==> config.mk <==
export PLATFORM = sky130hd
export DESIGN_NAME = plic_arb_round_ctrl
export DESIGN_NICKNAME = d
export VERILOG_FILES = /design/src/rtl/plic_arb_round_ctrl_pkg.sv /design/src/rtl/plic_arb_round_ctrl.sv
export SDC_FILE = /design/constraint.sdc
export NUM_CORES = 1
export LEC_CHECK = 0
export CAP_MARGIN = 5
export CORE_MARGIN = 2
export CORE_UTILIZATION = 49
export DETAILED_ROUTE_END_ITERATION = 7
export PLACE_DENSITY = 0.84
export SYNTH_ARGS = -nofsm -noshare
export SYNTH_HDL_FRONTEND = slang
export SYNTH_SLANG_ARGS = --single-unit
==> constraint.sdc <==
create_clock -name arb_clk -period 7.4 [get_ports arb_clk]
set_clock_uncertainty 0.15 [all_clocks]
set_input_delay 0.74 -clock arb_clk [delete_from_list [all_inputs] [get_ports arb_clk]]
set_output_delay 0.74 -clock arb_clk [all_outputs]
set_load 0.1 [all_outputs]
==> src/rtl/plic_arb_round_ctrl_pkg.sv <==
// Shared definitions for the PLIC round sequencer: default sizing, state
// encodings and the round-count derivation also used by the 32-to-1 arbiter.
package plic_arb_round_ctrl_pkg;

    localparam int INT_NUM_DEF     = 1024;
    localparam int ECH_RD_DEF      = 32;
    localparam int ID_NUM_DEF      = 10;
    localparam int PRIO_BIT_DEF    = 5;
    localparam int ROUND_WIDTH_DEF = 5;
    localparam int ARB_LAT_DEF     = 2;

    typedef enum logic [1:0] {
        ST_IDLE  = 2'b00,
        ST_SWEEP = 2'b01,
        ST_DRAIN = 2'b10
    } arb_state_e;

    // Number of rounds needed to cover every source.
    function automatic int round_num(input int int_num, input int ech_rd);
        return int_num / ech_rd;
    endfunction

endpackage

==> src/rtl/plic_arb_round_ctrl.sv <==
// Round sequencer behind the PLIC 32-to-1 arbiter: walks every round, waits
// out the arbiter pipeline, captures the winner and applies the hart threshold.
module plic_arb_round_ctrl
    import plic_arb_round_ctrl_pkg::*;
#(
    parameter int INT_NUM     = INT_NUM_DEF,
    parameter int ECH_RD      = ECH_RD_DEF,
    parameter int ID_NUM      = ID_NUM_DEF,
    parameter int PRIO_BIT    = PRIO_BIT_DEF,
    parameter int ROUND_WIDTH = ROUND_WIDTH_DEF,
    parameter int ARB_LAT     = ARB_LAT_DEF
) (
    input  logic                   arb_clk,
    input  logic                   plicrst,
    input  logic                   ctrl_arb_trigger,
    input  logic                   ctrl_claim_vld,
    input  logic [PRIO_BIT-1:0]    ctrl_threshold,
    input  logic                   arb_int_req,
    input  logic [ID_NUM-1:0]      arb_int_id,
    input  logic [PRIO_BIT-1:0]    arb_int_prio,
    output logic [ROUND_WIDTH-1:0] int_select_round,
    output logic                   ctrl_arb_new_arb_start,
    output logic                   arb_busy,
    output logic                   arb_done,
    output logic                   hart_int_req,
    output logic [ID_NUM-1:0]      hart_int_id,
    output logic [PRIO_BIT-1:0]    hart_int_prio
);

    localparam int                     ROUND      = round_num(INT_NUM, ECH_RD);
    localparam logic [ROUND_WIDTH-1:0] LAST_ROUND = ROUND_WIDTH'(ROUND - 1);
    localparam logic [ROUND_WIDTH-1:0] LAST_DRAIN = ROUND_WIDTH'(ARB_LAT - 1);

    arb_state_e             state_q, state_d;
    logic [ROUND_WIDTH-1:0] cnt_q, cnt_d;       // round index in SWEEP, drain index in DRAIN
    logic                   pending_q, pending_d;
    logic                   capture;
    logic [ROUND_WIDTH-1:0] select_q;
    logic                   done_q;
    logic                   req_q;
    logic [ID_NUM-1:0]      id_q;
    logic [PRIO_BIT-1:0]    prio_q;

    // Next-state, counter and pending-flag logic; claim overrides everything.
    always_comb begin
        // NOTE: every signal gets a default before any branch so no latch is inferred.
        state_d   = state_q;
        cnt_d     = cnt_q;
        pending_d = pending_q;
        capture   = 1'b0;
        if (ctrl_claim_vld) begin
            state_d   = ST_SWEEP;
            cnt_d     = '0;
            pending_d = 1'b0;
        end else begin
            case (state_q)
                ST_IDLE: begin
                    if (ctrl_arb_trigger || pending_q) begin
                        state_d   = ST_SWEEP;
                        cnt_d     = '0;
                        pending_d = 1'b0;
                    end
                end
                ST_SWEEP: begin
                    pending_d = pending_q | ctrl_arb_trigger;
                    if (cnt_q == LAST_ROUND) begin
                        state_d = ST_DRAIN;
                        cnt_d   = '0;
                    end else begin
                        cnt_d = cnt_q + ROUND_WIDTH'(1);
                    end
                end
                ST_DRAIN: begin
                    if (cnt_q == LAST_DRAIN) begin
                        capture = 1'b1;
                        cnt_d   = '0;
                        // A trigger landing in the capture cycle still earns a sweep.
                        if (pending_q || ctrl_arb_trigger) begin
                            state_d   = ST_SWEEP;
                            pending_d = 1'b0;
                        end else begin
                            state_d = ST_IDLE;
                        end
                    end else begin
                        cnt_d     = cnt_q + ROUND_WIDTH'(1);
                        pending_d = pending_q | ctrl_arb_trigger;
                    end
                end
                default: begin
                    state_d = ST_IDLE;
                    cnt_d   = '0;
                end
            endcase
        end
    end

    // State, counter and registered round select.
    always_ff @(posedge arb_clk) begin
        // NOTE: sequential state uses non-blocking assignments so all flops update together.
        if (plicrst) begin
            state_q   <= ST_IDLE;
            cnt_q     <= '0;
            pending_q <= 1'b0;
            select_q  <= '0;
        end else begin
            state_q   <= state_d;
            cnt_q     <= cnt_d;
            pending_q <= pending_d;
            case (state_d)
                ST_SWEEP: select_q <= cnt_d;
                ST_DRAIN: select_q <= LAST_ROUND;
                default:  select_q <= '0;
            endcase
        end
    end

    // Capture of the arbiter winner and threshold compare; claim drops the request.
    always_ff @(posedge arb_clk) begin
        if (plicrst) begin
            done_q <= 1'b0;
            req_q  <= 1'b0;
            id_q   <= '0;
            prio_q <= '0;
        end else begin
            done_q <= capture;
            if (capture) begin
                id_q   <= arb_int_id;
                prio_q <= arb_int_prio;
                req_q  <= arb_int_req && (arb_int_prio > ctrl_threshold);
            end else if (ctrl_claim_vld) begin
                req_q  <= 1'b0;
            end
        end
    end

    assign int_select_round       = select_q;
    assign ctrl_arb_new_arb_start = (state_q == ST_SWEEP) && (cnt_q == '0);
    assign arb_busy               = (state_q != ST_IDLE);
    assign arb_done               = done_q;
    assign hart_int_req           = req_q;
    assign hart_int_id            = id_q;
    assign hart_int_prio          = prio_q;

endmodule
# ---- After elaboration in Yosys (flattened, before gate mapping)
# Index checks and enable logic that the tools add are counted.
# W data, S select, Z words.
dict set report word_totals {
  register_bits 30
  inputBits 25
}
dict set report classes {
  add_sub_neg 1
  magnitude_cmp 1
  n_eq_ne 6
  mux 20
  bitwise 1
  n_reduce_logical 9
}
# operator count
set op_table {}
lappend op_table {{$mux W5} 4}
lappend op_table {{$pmux W5 S3} 1}
lappend op_table {{$pmux W5 S2} 1}
lappend op_table {{$mux W1} 8}
lappend op_table {{$mux W2} 4}
lappend op_table {{$pmux W2 S3} 1}
lappend op_table {{$add A5 B1 Y5 const B} 1}
lappend op_table {{$eq A5 B1 Y1 const B} 1}
lappend op_table {{$eq A5 B5 Y1 const B} 1}
lappend op_table {{$gt A5 B5 Y1} 1}
lappend op_table {{$logic_not A5 Y1} 1}
lappend op_table {{$eq A2 B1 Y1 const B} 2}
lappend op_table {{$eq A2 B2 Y1 const B} 2}
lappend op_table {{$reduce_bool A2 Y1} 2}
lappend op_table {{$pmux W1 S3} 1}
lappend op_table {{$reduce_bool A3 Y1} 1}
lappend op_table {{$logic_and A1 B1 Y1} 2}
lappend op_table {{$logic_not A2 Y1} 1}
lappend op_table {{$reduce_or A2 Y1} 1}
lappend op_table {{$logic_or A1 B1 Y1} 1}
lappend op_table {{$or A1 B1 Y1} 1}

# ---- Longest topological paths before layout
dict set report depth {
  depth_word 7
  depth_mapped 12
  ltp_nobuf 12
}

# ---- Least setup slack after synthesis
# No wires, ideal clock.
dict set report synth_timing {
  kind {flip-flop to output port}
  startpoint {register state_q[0]}
  endpoint {output ctrl_arb_new_arb_start}
  t_arrival_ns 3.463
  path_slack_ns 3.047
  stages_incl_launch_ff 4
  path_buffers 0
  path_cell_list {dfxtp_1 -> ha_1 -> nand2_1 -> nor4_1}
}
dict set report synth_via {
  elab_chain_len 2
}
# item line_no
set synth_rtl {}
lappend synth_rtl {{from (decl)} plic_arb_round_ctrl.sv:34} ;# arb_state_e state_q, state_d;
lappend synth_rtl {{from (signal assigned)} plic_arb_round_ctrl.sv:106} ;# state_q <= state_d;
lappend synth_rtl {{$eq A2 B1 Y1} plic_arb_round_ctrl.sv:137} ;# assign ctrl_arb_new_arb_start = (state_q == ST_SWEEP) && (cnt_q == '0);
lappend synth_rtl {{$logic_and A1 B1 Y1} plic_arb_round_ctrl.sv:137}
lappend synth_rtl {{to (decl)} plic_arb_round_ctrl.sv:22} ;# output logic ctrl_arb_new_arb_start,
# No other way between the ends.

# ---- Worst setup path in the final report
# Ends and elaborated chain as after synthesis.

==> results.py <==
metrics = {
    "run_status": {
        "status": "finished, final reports clean",
    },
    "floorplan": {
        "rows": 20,
        "dieArea_um2": 3590,
        "io_pins": 49,
        "core_area_um2": 3000,
        "fp.dieW_um": 59.9,
        "die-height_um": 59.9,
        "initial_utilization_pct": 51.0,
    },
    "setup_path": {
        "critPathArrivalTime_ns": 2.44,
        "worstPathRequired_ns": 6.51,
        "critical_path_buf_inv_count": 1,
        "startpoint_type": "register",
        "crit_chain": "ha_1, nand2_1, nor4_1, clkdlybuf4s50_1",
        "cp_top_family": "buffers and inverters",
        "critPathKind": "reg2out",
        "slowest_stage": "clkdlybuf4s50_1",
        "crit_fanout": 6,
        "slowest_delay_ns": 1.17,
        "critPathCaptureType": "output pin",
    },
    "synth": {
        "synth_compound_area_share_pct": 13.8,
        "muxShareOfSynthArea_pct": 10.5,
        "yosys.area.top_type": "dfxtp_1",
        "synth_warnings": 0,
        "synth_fa_ha_area_share_pct": 13.1,
        "async_flop_share_pct": 0,
        "synth_top_flop_cell": "dfxtp_1",
        "synth-seq-cells": 30,
        "synth_fp_nets": 203,
        "synth_top_family_by_area": "simple AND/OR/NAND/NOR gates",
        "postSynthCellCount": 162,
        "yosysUniqueCellTypes": 39,
        "yosys.area_share.simple_pct": 17.1,
        "syn_area_um2": 1530,
        "ys_seq_area_share_pct": 39.2,
        "synth.top_cell.area_share_pct": 39.2,
        "avgSynthCellArea_um2": 9.45,
        "yosys-top-cells-area": "dfxtp_1, ha_1, mux2i_1",
        "synth_common_cells": "dfxtp_1, nor2_1, ha_1, mux2i_1, inv_1",
        "synth-edff-count": 0,
        "yosys.area_share.xor_xnor_pct": 0,
        "synth.most_common_cell": "dfxtp_1",
    },
    "clocking": {
        "numClockSinks": 30,
        "cts_resized": 0,
        "clock_path_buffers": 2,
        "cts_buffers": 5,
        "cts_htree_levels": 2,
        "cts_tree": "yes",
        "cts_root_buffer": "clkbuf_4",
        "cts_post_setup_buffers_inserted": 0,
        "ctsHoldBuffers": 0,
        "clock_latency_ns": 0.32,
        "cts.clk_slew.worst_paths_ns": 0.09,
    },
    "finish": {
        "post-route-util_pct": 69.7,
        "area_growth_pct": 36.8,
        "final_design_area_no_fill_um2": 2090,
        "drive_above_1_share_pct": 5.69,
        "n_antenna_cell": 0,
        "num-nets-final": 252,
        "nFillCells": 243,
    },
    "worst_hold_path": {
        "hold_class": "reg2reg",
    },
    "detailed_routing": {
        "drt_iter0_drc": 48,
        "vias_per_cell": 5.47,
        "post_drt_wl_per_cell_um": 14.0,
        "wl_mm": 3.43,
        "antenna_left": 0,
        "drcViolationCount": 0,
        "num_vias": 1335,
        "first_pass_iters": 4,
    },
    "timing": {
        "relSlewSlack_pct": 33.4,
        "finalHoldViolations": 0,
        "rsz0062_at_grt": "false",
        "tightest_slew_ns": 0.996,
        "post-route-period-util_pct": 45.0,
        "tns_ns": 0,
        "setup_violations": 0,
        "slew_violations": 0,
        "fmax_ghz": 0.300,
        "min_period_ns": 3.33,
    },
    "global_routing": {
        "grt_util_all_layers_pct": 20.8,
        "grt_pass1_vias": 1310,
        "antenna_found_initial": 0,
        "gr-total-overflow": 0,
        "grt_max_degree": 24,
        "grt_pass1_wl_mm": 5.54,
    },
    "place": {
        "numPortBuffers": 48,
        "dpl_cell_area_um2": 2010,
        "hpwlAfterDp_mm": 2.66,
        "place_congestion": 0.887,
    },
    "pwr": {
        "power_per_cell_area_nw_per_um2": 169,
        "p_sw_w": 0.0000874,
        "pwr-share-seq_pct": 46.5,
        "p_clk_share_pct": 37.2,
        "internal_power_w": 0.000267,
        "ir_drop_v": 0.000104,
        "p_total_w": 0.000354,
        "p_leak_nw": 0.959,
        "switching_share_pct": 24.7,
        "comb_power_share_pct": 16.3,
    },
    "job": {
        "maxCapViolations": 0,
    },
}
[per-layer routing]
metal  vias to the layer above  wire [um]  track usage (%)
met2                        42       1880             38.2
met5                         -          0                0
li1                        658          -                -
met3                         4        250             8.87
met4                         0         23             6.03
met1                       631       1280             21.2
[path summary, 6_finish.rpt]
check                      endpoint  slack, ns            from  cells past startpoint
min                  hart_int_id[8]       0.36  hart_int_id[8]                      2
min reg2reg          hart_int_id[8]       0.36  hart_int_id[8]                      2
max          ctrl_arb_new_arb_start       4.07      state_q[0]                      4
max reg2reg     int_select_round[3]       4.27        cnt_q[0]                     11
[state kept, by name, indices dropped and copies added, names as in the netlist]
register          count
state_q               2
hart_int_id          10
int_select_round      5
hart_int_prio         5
arb_done              1
pending_q             1
hart_int_req          1
cnt_q                 5
[cell families (layout without fill, tap and decap cells)]
group	Yosys count	in the layout
and+or+nand+nor	49	49
AOI/OAI and AO/OA	30	30
DFF	30	30
buffers and inverters	21	70
adders and majority gates	16	16
muxes	16	16
[cell type report]
cell class              instances  area [um2]  area share (%)
clock inverters                 1        30.0            1.43
flip-flops and latches         30         601            28.7
multi-input cells             111         833            39.8
clock buffers                   6        51.3            2.45
well taps                      33        41.3            1.97
inverters                      15        56.3            2.69
repair buffers                 48         480            23.0
[stage by stage]
stage | hold slack (ns) | setup slack (ns) | std cells
final | 0.361 | 4.07 | 244
after detailed placement | 0.350 | 3.86 | 237
after global placement | 0.326 | 3.96 | 237
after floorplan | 0.360 | 3.05 | 162
after global routing | 0.390 | 3.94 | 244
after CTS | 0.371 | 4.07 | 244
[worst register-to-register path, delay by kind of cell (launching register included)]
family / cells / cell delay, ns
and+or+nand+nor: 3 / 0.85
AOI/OAI and AO/OA: 5 / 0.95
adders and majority gates: 3 / 0.73
DFF: 1 / 0.36
[power groups by stage]
stage                     clock [W]  sequential [W]  combinational (W)
after detailed placement          0        0.000169          0.0000575
final                      0.000132        0.000165          0.0000578
after floorplan                   0        0.000170          0.0000339
after global routing       0.000140        0.000165          0.0000627
after CTS                  0.000134        0.000165          0.0000579
after global placement            0        0.000168          0.0000553
[layout by cell type (no fill, tap or decap), drive strengths merged, types with 2 or more instances in the layout]
master / Yosys / layout
clkdlybuf4s50: 0 / 48
dfxtp: 30 / 30
nor2: 22 / 22
mux2i: 16 / 16
ha: 16 / 16
inv: 15 / 15
a21oi: 6 / 6
clkbuf: 2 / 6
o21bai: 5 / 5
o21ai: 5 / 5
nor3: 4 / 4
nor4: 3 / 3
nand2: 3 / 3
nor3b: 2 / 2
nor2b: 2 / 2
o211a: 2 / 2
and3: 2 / 2
o31ai: 2 / 2
nand3: 2 / 2
a22oi: 2 / 2
or3: 2 / 2
Note: power is estimated with default switching activity, not from simulation.
